### config.mk
export PLATFORM = sky130hd
export DESIGN_NAME = i2s_receiver
export DESIGN_NICKNAME = d
export VERILOG_FILES = /design/src/rtl/i2s_pkg.sv /design/src/rtl/i2s_sync.sv /design/src/rtl/i2s_receiver.sv
export SDC_FILE = /design/constraint.sdc
export NUM_CORES = 1
export LEC_CHECK = 0
export CAP_MARGIN = 20
export CORE_MARGIN = 2
export CORE_UTILIZATION = 25
export CTS_CLUSTER_SIZE = 40
export DETAILED_ROUTE_END_ITERATION = 6
export DONT_BUFFER_PORTS = 1
export PLACE_DENSITY = 0.39
export SYNTH_ARGS = -nofsm -noshare
export SYNTH_HDL_FRONTEND = slang
export SYNTH_SLANG_ARGS = --single-unit
### constraint.sdc
create_clock -name mclk -period 2.62 [get_ports mclk]
set_input_delay 0.393 -clock mclk [delete_from_list [all_inputs] [get_ports mclk]]
set_output_delay 0.393 -clock mclk [all_outputs]
set_load 0.02 [all_outputs]
### src/rtl/i2s_pkg.sv
// Shared defaults, receiver state encoding and stereo-pair type for the I2S record path.
package i2s_pkg;

  localparam int unsigned SAMPLE_BITS_DEF       = 16;
  localparam int unsigned MIN_MCLK_PER_BCLK_DEF = 4;

  typedef enum logic [1:0] {
    SYNC_WAIT = 2'd0,
    LEFT      = 2'd1,
    RIGHT     = 2'd2
  } rx_state_e;

  typedef struct packed {
    logic signed [SAMPLE_BITS_DEF-1:0] left;
    logic signed [SAMPLE_BITS_DEF-1:0] right;
  } stereo_pair_t;

  function automatic logic [7:0] next_frame_count(input logic [7:0] count);
    return count + 8'd1;
  endfunction

endpackage

### src/rtl/i2s_sync.sv
// Two-flop synchronizer for one asynchronous codec line, with rising-edge detect
// on the synchronized value.
module i2s_sync
  import i2s_pkg::*;
(
  input  logic clk,
  input  logic rst_n,
  input  logic i_async,
  output logic o_sync,
  output logic o_rise
);

  logic r_meta;
  logic r_sync;
  logic r_prev;

  // Metastability filter plus one history flop for the edge detect.
  always_ff @(posedge clk or negedge rst_n) begin
    if (!rst_n) begin
      r_meta <= 1'b0;
      r_sync <= 1'b0;
      r_prev <= 1'b0;
    end else begin
      r_meta <= i_async;
      r_sync <= r_meta;
      r_prev <= r_sync;
    end
  end

  assign o_sync = r_sync;
  assign o_rise = r_sync & ~r_prev;

endmodule

### src/rtl/i2s_receiver.sv
// I2S record-path receiver: recovers left/right words from an asynchronous codec
// bit clock and presents each complete stereo pair through a valid/ready handshake.
module i2s_receiver
  import i2s_pkg::*;
#(
  parameter int unsigned SAMPLE_BITS       = SAMPLE_BITS_DEF,
  parameter int unsigned MIN_MCLK_PER_BCLK = MIN_MCLK_PER_BCLK_DEF
) (
  input  logic                          mclk,
  input  logic                          rst_n,
  input  logic                          audio_I2S_bclk,
  input  logic                          audio_I2S_reclrc,
  input  logic                          audio_I2S_recdat,
  output logic signed [SAMPLE_BITS-1:0] sample_left,
  output logic signed [SAMPLE_BITS-1:0] sample_right,
  output logic                          sample_valid,
  input  logic                          sample_ready,
  output logic                          overrun,
  input  logic                          overrun_clr,
  output logic                          frame_error,
  output logic [7:0]                    frame_count
);

  localparam int unsigned CNT_W = $clog2(SAMPLE_BITS + 32'd1) + 32'd1;
  localparam logic [CNT_W-1:0] CNT_MAX  = {CNT_W{1'b1}};
  localparam logic [CNT_W-1:0] LAST_BIT = CNT_W'(SAMPLE_BITS - 32'd1);
  // Below the supported MCLK/BCLK ratio the receiver is parked rather than run unreliably.
  localparam logic RATIO_OK = (MIN_MCLK_PER_BCLK >= 32'd4) ? 1'b1 : 1'b0;

  logic                   w_bclk_s_unused;
  logic                   w_bclk_rise_raw;
  logic                   w_bclk_rise;
  logic                   w_lr_s;
  logic                   w_lr_rise_unused;
  logic                   w_dat_s;
  logic                   w_dat_rise_unused;
  logic [SAMPLE_BITS-1:0] w_word;
  logic                   w_len_ok;
  logic                   w_shift_msb_unused;

  rx_state_e              r_state;
  logic [SAMPLE_BITS-1:0] r_shift;
  logic [CNT_W-1:0]       r_bit_cnt;
  logic                   r_lr_prev;
  logic [SAMPLE_BITS-1:0] r_left_hold;
  logic [SAMPLE_BITS-1:0] r_right_hold;
  logic                   r_deliver;
  logic                   r_frame_error;

  logic [SAMPLE_BITS-1:0] r_sample_left;
  logic [SAMPLE_BITS-1:0] r_sample_right;
  logic                   r_sample_valid;
  logic                   r_overrun;
  logic [7:0]             r_frame_count;

  i2s_sync u_sync_bclk (
    .clk     (mclk),
    .rst_n   (rst_n),
    .i_async (audio_I2S_bclk),
    .o_sync  (w_bclk_s_unused),
    .o_rise  (w_bclk_rise_raw)
  );

  i2s_sync u_sync_lr (
    .clk     (mclk),
    .rst_n   (rst_n),
    .i_async (audio_I2S_reclrc),
    .o_sync  (w_lr_s),
    .o_rise  (w_lr_rise_unused)
  );

  i2s_sync u_sync_dat (
    .clk     (mclk),
    .rst_n   (rst_n),
    .i_async (audio_I2S_recdat),
    .o_sync  (w_dat_s),
    .o_rise  (w_dat_rise_unused)
  );

  assign w_bclk_rise        = w_bclk_rise_raw & RATIO_OK;
  assign w_word             = {r_shift[SAMPLE_BITS-2:0], w_dat_s};
  assign w_len_ok           = (r_bit_cnt == LAST_BIT);
  assign w_shift_msb_unused = r_shift[SAMPLE_BITS-1];

  // Word framing state machine; a word-select change marks the LSB of the previous word.
  always_ff @(posedge mclk or negedge rst_n) begin
    if (!rst_n) begin
      r_state       <= SYNC_WAIT;
      r_shift       <= '0;
      r_bit_cnt     <= '0;
      r_lr_prev     <= 1'b0;
      r_left_hold   <= '0;
      r_right_hold  <= '0;
      r_deliver     <= 1'b0;
      r_frame_error <= 1'b0;
    end else begin
      r_deliver     <= 1'b0;
      r_frame_error <= 1'b0;
      if (w_bclk_rise) begin
        r_shift   <= w_word;
        r_lr_prev <= w_lr_s;
        if (w_lr_s != r_lr_prev) begin
          r_bit_cnt <= '0;
          case (r_state)
            SYNC_WAIT: begin
              if (r_lr_prev) begin
                r_state <= LEFT;
              end else begin
                r_state <= SYNC_WAIT;
              end
            end
            LEFT: begin
              if (w_len_ok && !r_lr_prev) begin
                r_left_hold <= w_word;
                r_state     <= RIGHT;
              end else begin
                r_frame_error <= 1'b1;
                r_state       <= SYNC_WAIT;
              end
            end
            RIGHT: begin
              if (w_len_ok && r_lr_prev) begin
                r_right_hold <= w_word;
                r_deliver    <= 1'b1;
                r_state      <= LEFT;
              end else begin
                r_frame_error <= 1'b1;
                r_state       <= SYNC_WAIT;
              end
            end
            default: begin
              r_state <= SYNC_WAIT;
            end
          endcase
        end else if (r_bit_cnt != CNT_MAX) begin
          r_bit_cnt <= r_bit_cnt + {{(CNT_W-1){1'b0}}, 1'b1};
        end else begin
          r_bit_cnt <= r_bit_cnt;
        end
      end
    end
  end

  // Output holding stage: a new pair overwrites an unaccepted one and flags overrun.
  always_ff @(posedge mclk or negedge rst_n) begin
    if (!rst_n) begin
      r_sample_left  <= '0;
      r_sample_right <= '0;
      r_sample_valid <= 1'b0;
      r_overrun      <= 1'b0;
      r_frame_count  <= 8'd0;
    end else begin
      if (r_deliver) begin
        r_sample_left  <= r_left_hold;
        r_sample_right <= r_right_hold;
        r_frame_count  <= next_frame_count(r_frame_count);
        r_sample_valid <= 1'b1;
      end else if (r_sample_valid && sample_ready) begin
        r_sample_valid <= 1'b0;
      end else begin
        r_sample_valid <= r_sample_valid;
      end

      if (r_deliver && r_sample_valid && !sample_ready) begin
        r_overrun <= 1'b1;
      end else if (overrun_clr) begin
        r_overrun <= 1'b0;
      end else begin
        r_overrun <= r_overrun;
      end
    end
  end

  assign sample_left  = r_sample_left;
  assign sample_right = r_sample_right;
  assign sample_valid = r_sample_valid;
  assign overrun      = r_overrun;
  assign frame_error  = r_frame_error;
  assign frame_count  = r_frame_count;

endmodule

==> impl_metrics.env, run 1 <==
export IMPL_rsz0062_at_grt="no"
export IMPL_multi_input_area_um2=1470
export IMPL_synth_top_area_share_pct=62.6
export IMPL_drive_above_1_share_pct=29.7
export IMPL_timing_slew_headroom_pct=67.6
export IMPL_synth_flop_cell="dfrtp_1"
export IMPL_start_kind="flop"
export IMPL_clk_pin_slew_ps=70
export IMPL_fin_nets=321
export IMPL_ys_top_cells_by_area="dfrtp_1 (63%), mux2_2 (14%), nand2_1 (4.5%)"
export IMPL_yosysWarnings=0
export IMPL_die_area_um2=18200
export IMPL_hold_viol_final=107
export IMPL_ys_seq_elements=107
export IMPL_synth_most_common_cell="dfrtp_1"
export IMPL_first_pass_iters=4
export IMPL_dp_hpwl_um=5150
export IMPL_crit_type="reg -> reg"
export IMPL_yosysSeqAreaShare_pct=62.6
export IMPL_die_w_um=135
export IMPL_portBuffers=0
export IMPL_arrival_ps=2200
export IMPL_ir_worst_vdd_uv=290
export IMPL_cpPeakStageDelay_ps=410
export IMPL_antenna_found_initial=0
export IMPL_drcViolationCount=0
export IMPL_place_ws_ps=626
export IMPL_numCtsBuffers=9
export IMPL_drv_cap=0
export IMPL_max_freq_ghz=0.508
export IMPL_detail_route_antenna_nets=0
export IMPL_synthesis_instances=308
export IMPL_grt_usage_pct=9.83
export IMPL_avgRoutedWirePerCell_um=15.4
export IMPL_min_period_ps=1970
export IMPL_fin_ws_ps=651
export IMPL_skew_ps=11.2
export IMPL_syn_num_nets=321
export IMPL_vias=2311
export IMPL_min_period_over_period_pct=75.2
export IMPL_cts_path_max_buffers=2
export IMPL_cts_root_buf="clkbuf_16"
export IMPL_n_fill_cell=1684
export IMPL_syn_cell_area_um2=4280
export IMPL_avgSynthCellArea_um2=13.9
export IMPL_setup_viol=0
export IMPL_synth_top_cell_by_area="dfrtp_1"
export IMPL_holdWs_ps=-267
export IMPL_die_h_um=135
export IMPL_post_cts_buffers=0
export IMPL_violations="negative hold slack"
export IMPL_htree_levels=3
export IMPL_seq_area_um2=2680
export IMPL_slowest_stage="and4_1"
export IMPL_postSynth_asyncResetShare_pct=100
export IMPL_num_antenna_cells=0
export IMPL_drt_total_wl_um=8220
export IMPL_drv_slew=0
export IMPL_synth_edf_count=0
export IMPL_required_ps=2860
export IMPL_gp_congestion=0.708
export IMPL_insertion_delay_ps=350
export IMPL_grt_pass1_vias=2456
export IMPL_vias_per_cell=4.34
export IMPL_first_iter_violations=142
export IMPL_cts_tree="built"
export IMPL_critical_path_top_delay_family="simple AND/OR/NAND/NOR gates"
export IMPL_finalSetupTns_ps=0
export IMPL_grt_first_pass_wirelength_um=13800
export IMPL_syn_to_final_growth_pct=11.9
export IMPL_tightest_slew_ps=484
export IMPL_grt_max_degree=108
export IMPL_power_density_nw_per_um2=696
export IMPL_clock_sinks=107
export IMPL_core_rowCount=47
export IMPL_path_cells="inv_1 -> ha_1 -> and3b_1 -> and4_1 -> buf_4 -> mux2_2"
export IMPL_synth_common_cells="dfrtp_1 (107), mux2_2 (54), nand2_1 (51)"
export IMPL_synth_cell_types=39
export IMPL_final_util_pct=28.8
export IMPL_pin_count=50
export IMPL_ctsResizeCount=0
export IMPL_cp_num_buf_inv=2
export IMPL_status="finished with violations"
export IMPL_worstPathMaxFanout=7
export IMPL_overflow=0
export IMPL_leakage_nw=2.37
export IMPL_coreArea_um2=16600
export IMPL_initial_core_util_pct=25.7
export IMPL_hold_class="in -> async"
export IMPL_cp_end_kind="flop"
-- final cells by class --
| class | instances | share of cell area (%) |
|---|---|---|
| Tap cell | 220 | 5.75 |
| Clock buffer | 9 | 4.70 |
| Sequential cell | 107 | 56.0 |
| Inverter | 6 | 0.470 |
| Clock inverter | 7 | 1.73 |
| Timing Repair Buffer | 5 | 0.784 |
| Multi-Input combinational cell | 179 | 30.6 |
-- metal layers --
metal  part of all wire, %  GRT usage [%]  up-vias
met5                     0              0        -
met4                   2.6           5.61        0
met3                   6.0           3.23       12
met2                    44           14.3       59
met1                    47           12.8     1169
li1                      -              -     1071
-- power by group --
group / leakage (nW) / internal, mW / total, mW / switching (mW)
clock: 0.145 / 0.757 / 1.41 / 0.648
combinational: 0.762 / 0.0584 / 0.128 / 0.0692
sequential: 1.46 / 1.72 / 1.80 / 0.0820
total: 2.37 / 2.53 / 3.33 / 0.800
-- sequential cells by signal (all words and copies together) (netlist names), 2 cells and up --
| name | cells |
|---|---|
| r_state | 2 |
| sample_right | 16 |
| r_shift | 15 |
| frame_count | 8 |
| sample_left | 16 |
| r_right_hold | 16 |
| r_left_hold | 16 |
| r_bit_cnt | 6 |
-- cell families after synthesis --
logic type      synth area share, %
flops                          62.6
simple gates                   8.57
mux                            18.4
compound gates                 3.60
buf+inv                        3.19
xor+xnor                       1.84
fa+ha+maj                      1.76
-- worst paths after layout --
check                                                 start                      endpoint  slack [ps]  depth (start not counted)
worst max-delay path                 r_state[1]$_DFFE_PN0P_    r_left_hold[6]$_DFFE_PN0P_         650                          6
worst min-delay path                                  rst_n  sample_right[11]$_DFFE_PN0P_        -270                          0
worst max register to register       r_state[1]$_DFFE_PN0P_    r_left_hold[6]$_DFFE_PN0P_         650                          6
worst min register to register  u_sync_dat.r_meta$_DFF_PN0_   u_sync_dat.o_sync$_DFF_PN0_         350                          0
max in group asynchronous                             rst_n   u_sync_dat.r_meta$_DFF_PN0_        2750                          0
min in group mclk                            audio_I2S_bclk  u_sync_bclk.r_meta$_DFF_PN0_          60                          0
-- cells in the final DEF (no fill, tap or decap), types with 4 or more instances in the layout --
| cell | n |
|---|---|
| nand2_1 | 51 |
| xnor2_1 | 5 |
| mux2_2 | 54 |
| ha_1 | 6 |
| nor2_1 | 5 |
| buf_4 | 5 |
| dfrtp_1 | 106 |
| inv_1 | 6 |
| a21oi_1 | 7 |
| xor2_1 | 4 |
| mux2_4 | 12 |
| clkbuf_16 | 9 |
| nand4_1 | 6 |
-- worst reg2reg max path, delay by kind of cell (launching register included) --
kind                       cells  cell delay, ps
buffers and inverters          2             360
adders and majority gates      1             180
muxes                          1             340
and+or+nand+nor                2             580
DFF                            1             390
-- per-stage QoR --
step / std cells / instance area [um^2] / power, mW
2_1_floorplan: 308 / 4280 / 1.91
3_3_place_gp: 517 / 4480 / 1.96
3_5_place_dp: 517 / 4480 / 1.96
4_1_cts: 533 / 4790 / 3.40
5_1_grt: 533 / 4790 / 3.50
6_report: 533 / 4790 / 3.33
No activity file was read; power rests on OpenSTA's default activity.
==> run 2, diff against run 1 <==
==> constraint.sdc (replaced) <==
create_clock -name mclk -period 2 [get_ports mclk]
set_input_delay 0.3 -clock mclk [delete_from_list [all_inputs] [get_ports mclk]]
set_output_delay 0.3 -clock mclk [all_outputs]
set_load 0.02 [all_outputs]
==> impl_metrics.env, run 2 (synthesis gave the netlist of run 1 again) <==
export IMPL_status="finished with violations"
export IMPL_violations="negative hold slack"
export IMPL_cts_tree="built"
export IMPL_grt_usage_pct=9.22
export IMPL_portBuffers=0
export IMPL_place_ws_ps=41.7
export IMPL_vias=2297
export IMPL_drt_total_wl_um=7800
export IMPL_overflow=0
export IMPL_first_iter_violations=119
export IMPL_detail_route_antenna_nets=0
export IMPL_holdBufCountCts=3
export IMPL_die_h_um=135
export IMPL_gp_congestion=0.722
export IMPL_final_util_pct=29.1
export IMPL_power_total_mw=4.30
export IMPL_min_period_ps=1780
export IMPL_core_rowCount=47
export IMPL_leakage_nw=2.40
export IMPL_n_fill_cell=1655
export IMPL_fin_nets=326
export IMPL_insertion_delay_ps=350
export IMPL_tightest_slew_ps=409
export IMPL_clk_pin_slew_ps=70
export IMPL_drive_above_1_share_pct=29.6
export IMPL_required_ps=2230
export IMPL_antenna_found_initial=0
export IMPL_hold_viol_final=107
export IMPL_skew_ps=9.56
export IMPL_cts_root_buf="clkbuf_16"
export IMPL_arrival_ps=2010
export IMPL_syn_to_final_growth_pct=13.3
export IMPL_layout_commonest_cell="dfrtp_1"
export IMPL_final_cell_mix="dfrtp_1 (106), mux2_2 (54), nand2_1 (51)"
export IMPL_worstPathMaxFanout=17
export IMPL_pin_count=50
export IMPL_drcViolationCount=0
export IMPL_first_pass_iters=4
export IMPL_holdWs_ps=-355
export IMPL_cp_end_kind="flop"
export IMPL_die_w_um=135
export IMPL_cts_path_max_buffers=2
export IMPL_drv_cap=0
export IMPL_grt_first_pass_wirelength_um=12800
export IMPL_timing_slew_headroom_pct=72.7
export IMPL_ir_worst_vdd_uv=356
export IMPL_dp_hpwl_um=4930
export IMPL_crit_type="reg -> reg"
export IMPL_finalSetupTns_ps=0
export IMPL_hold_class="in -> async"
export IMPL_power_density_nw_per_um2=887
export IMPL_num_antenna_cells=0
export IMPL_vias_per_cell=4.27
export IMPL_rsz0062_at_grt="no"
export IMPL_setup_viol=0
export IMPL_clock_sinks=107
export IMPL_min_period_over_period_pct=89.0
export IMPL_grt_max_degree=108
export IMPL_grt_pass1_vias=2332
export IMPL_fin_ws_ps=221
export IMPL_htree_levels=3
export IMPL_numCtsBuffers=9
export IMPL_avgRoutedWirePerCell_um=14.5
export IMPL_initial_core_util_pct=25.7
export IMPL_die_area_um2=18200
export IMPL_start_kind="flop"
export IMPL_drv_slew=0
export IMPL_max_freq_ghz=0.562
export IMPL_coreArea_um2=16600
==> run 2: cell count changes in the layout (fill, tap and decap cells not counted), sizes merged <==
cell,before,now
buf,5,7
clkbuf,9,10
clkinv,1,3
clkinvlp,2,1
dlygate4sd3,0,3
inv,9,7
==> run 2: cell type report <==
class                      count  area, um^2  area share (%)
clock buffer                  10         229            4.73
clock inverter                 6        65.1            1.34
inverter                       6        22.5           0.465
multi-input combinational    179        1470            30.3
sequential                   107        2680            55.3
tap                          220         275            5.68
timing repair buffer          10         108            2.22
==> run 2: worst max-delay path, cell delays in order, from the launching register on <==
cell and delay, ps:
dfrtp_1 390, ha_1 290, and3_1 360, nand4_4 140
buf_12 180, mux2_4 290
==> run 2: per-stage QoR <==
step	instance area, um^2	std cells
after floorplan	4280	308
after global placement	4500	518
after detailed placement	4500	518
after CTS	4820	537
after global routing	4840	538
final	4840	538
==> run 2: where the power goes <==
part | leakage, nW | internal (mW) | switching [mW] | total, mW
Combinational | 0.793 | 0.0804 | 0.0888 | 0.169
Sequential | 1.46 | 2.25 | 0.101 | 2.35
Clock | 0.143 | 0.974 | 0.802 | 1.78
==> run 2: what timing repair did <==
action / in CTS / in global routing
setup endpoints to repair: 0 / 16
hold endpoints to repair: 110 / 107
buffers inserted: 0 / 1
resized for setup: 0 / 0
==> run 2: path summary, 6_finish.rpt <==
kind / from / endpoint / slack [ps] / cells after the start
worst max-delay path: r_bit_cnt[0]$_DFFE_PN0P_ / r_right_hold[13]$_DFFE_PN0P_ / 220 / 5
worst min-delay path: rst_n / sample_right[12]$_DFFE_PN0P_ / -350 / 0
worst max register to register: r_bit_cnt[0]$_DFFE_PN0P_ / r_right_hold[13]$_DFFE_PN0P_ / 220 / 5
worst min register to register: u_sync_lr.r_meta$_DFF_PN0_ / u_sync_lr.o_sync$_DFF_PN0_ / 350 / 0
max in group asynchronous: rst_n / r_bit_cnt[1]$_DFFE_PN0P_ / 2200 / 0
min in group mclk: overrun_clr / overrun$_DFFE_PN0P_ / 120 / 2
==> run 2: layer usage <==
layer  track usage, %  part of all wire, %
met1             12.2                   48
met2             12.8                   43
met3             4.09                  7.9
met4             4.50                  1.8
met5                0                    0
==> run 3, diff against run 2 <==
--- a/config.mk
+++ b/config.mk
@@ -8,7 +8,7 @@
 export CAP_MARGIN = 20
 export CORE_MARGIN = 2
 export CORE_UTILIZATION = 25
-export CTS_CLUSTER_SIZE = 40
+export CTS_CLUSTER_SIZE = 25
 export DETAILED_ROUTE_END_ITERATION = 6
 export DONT_BUFFER_PORTS = 1
 export PLACE_DENSITY = 0.39
==> results of run 3 <==
The final DEF is identical to that of run 2; final timing and power are the same.
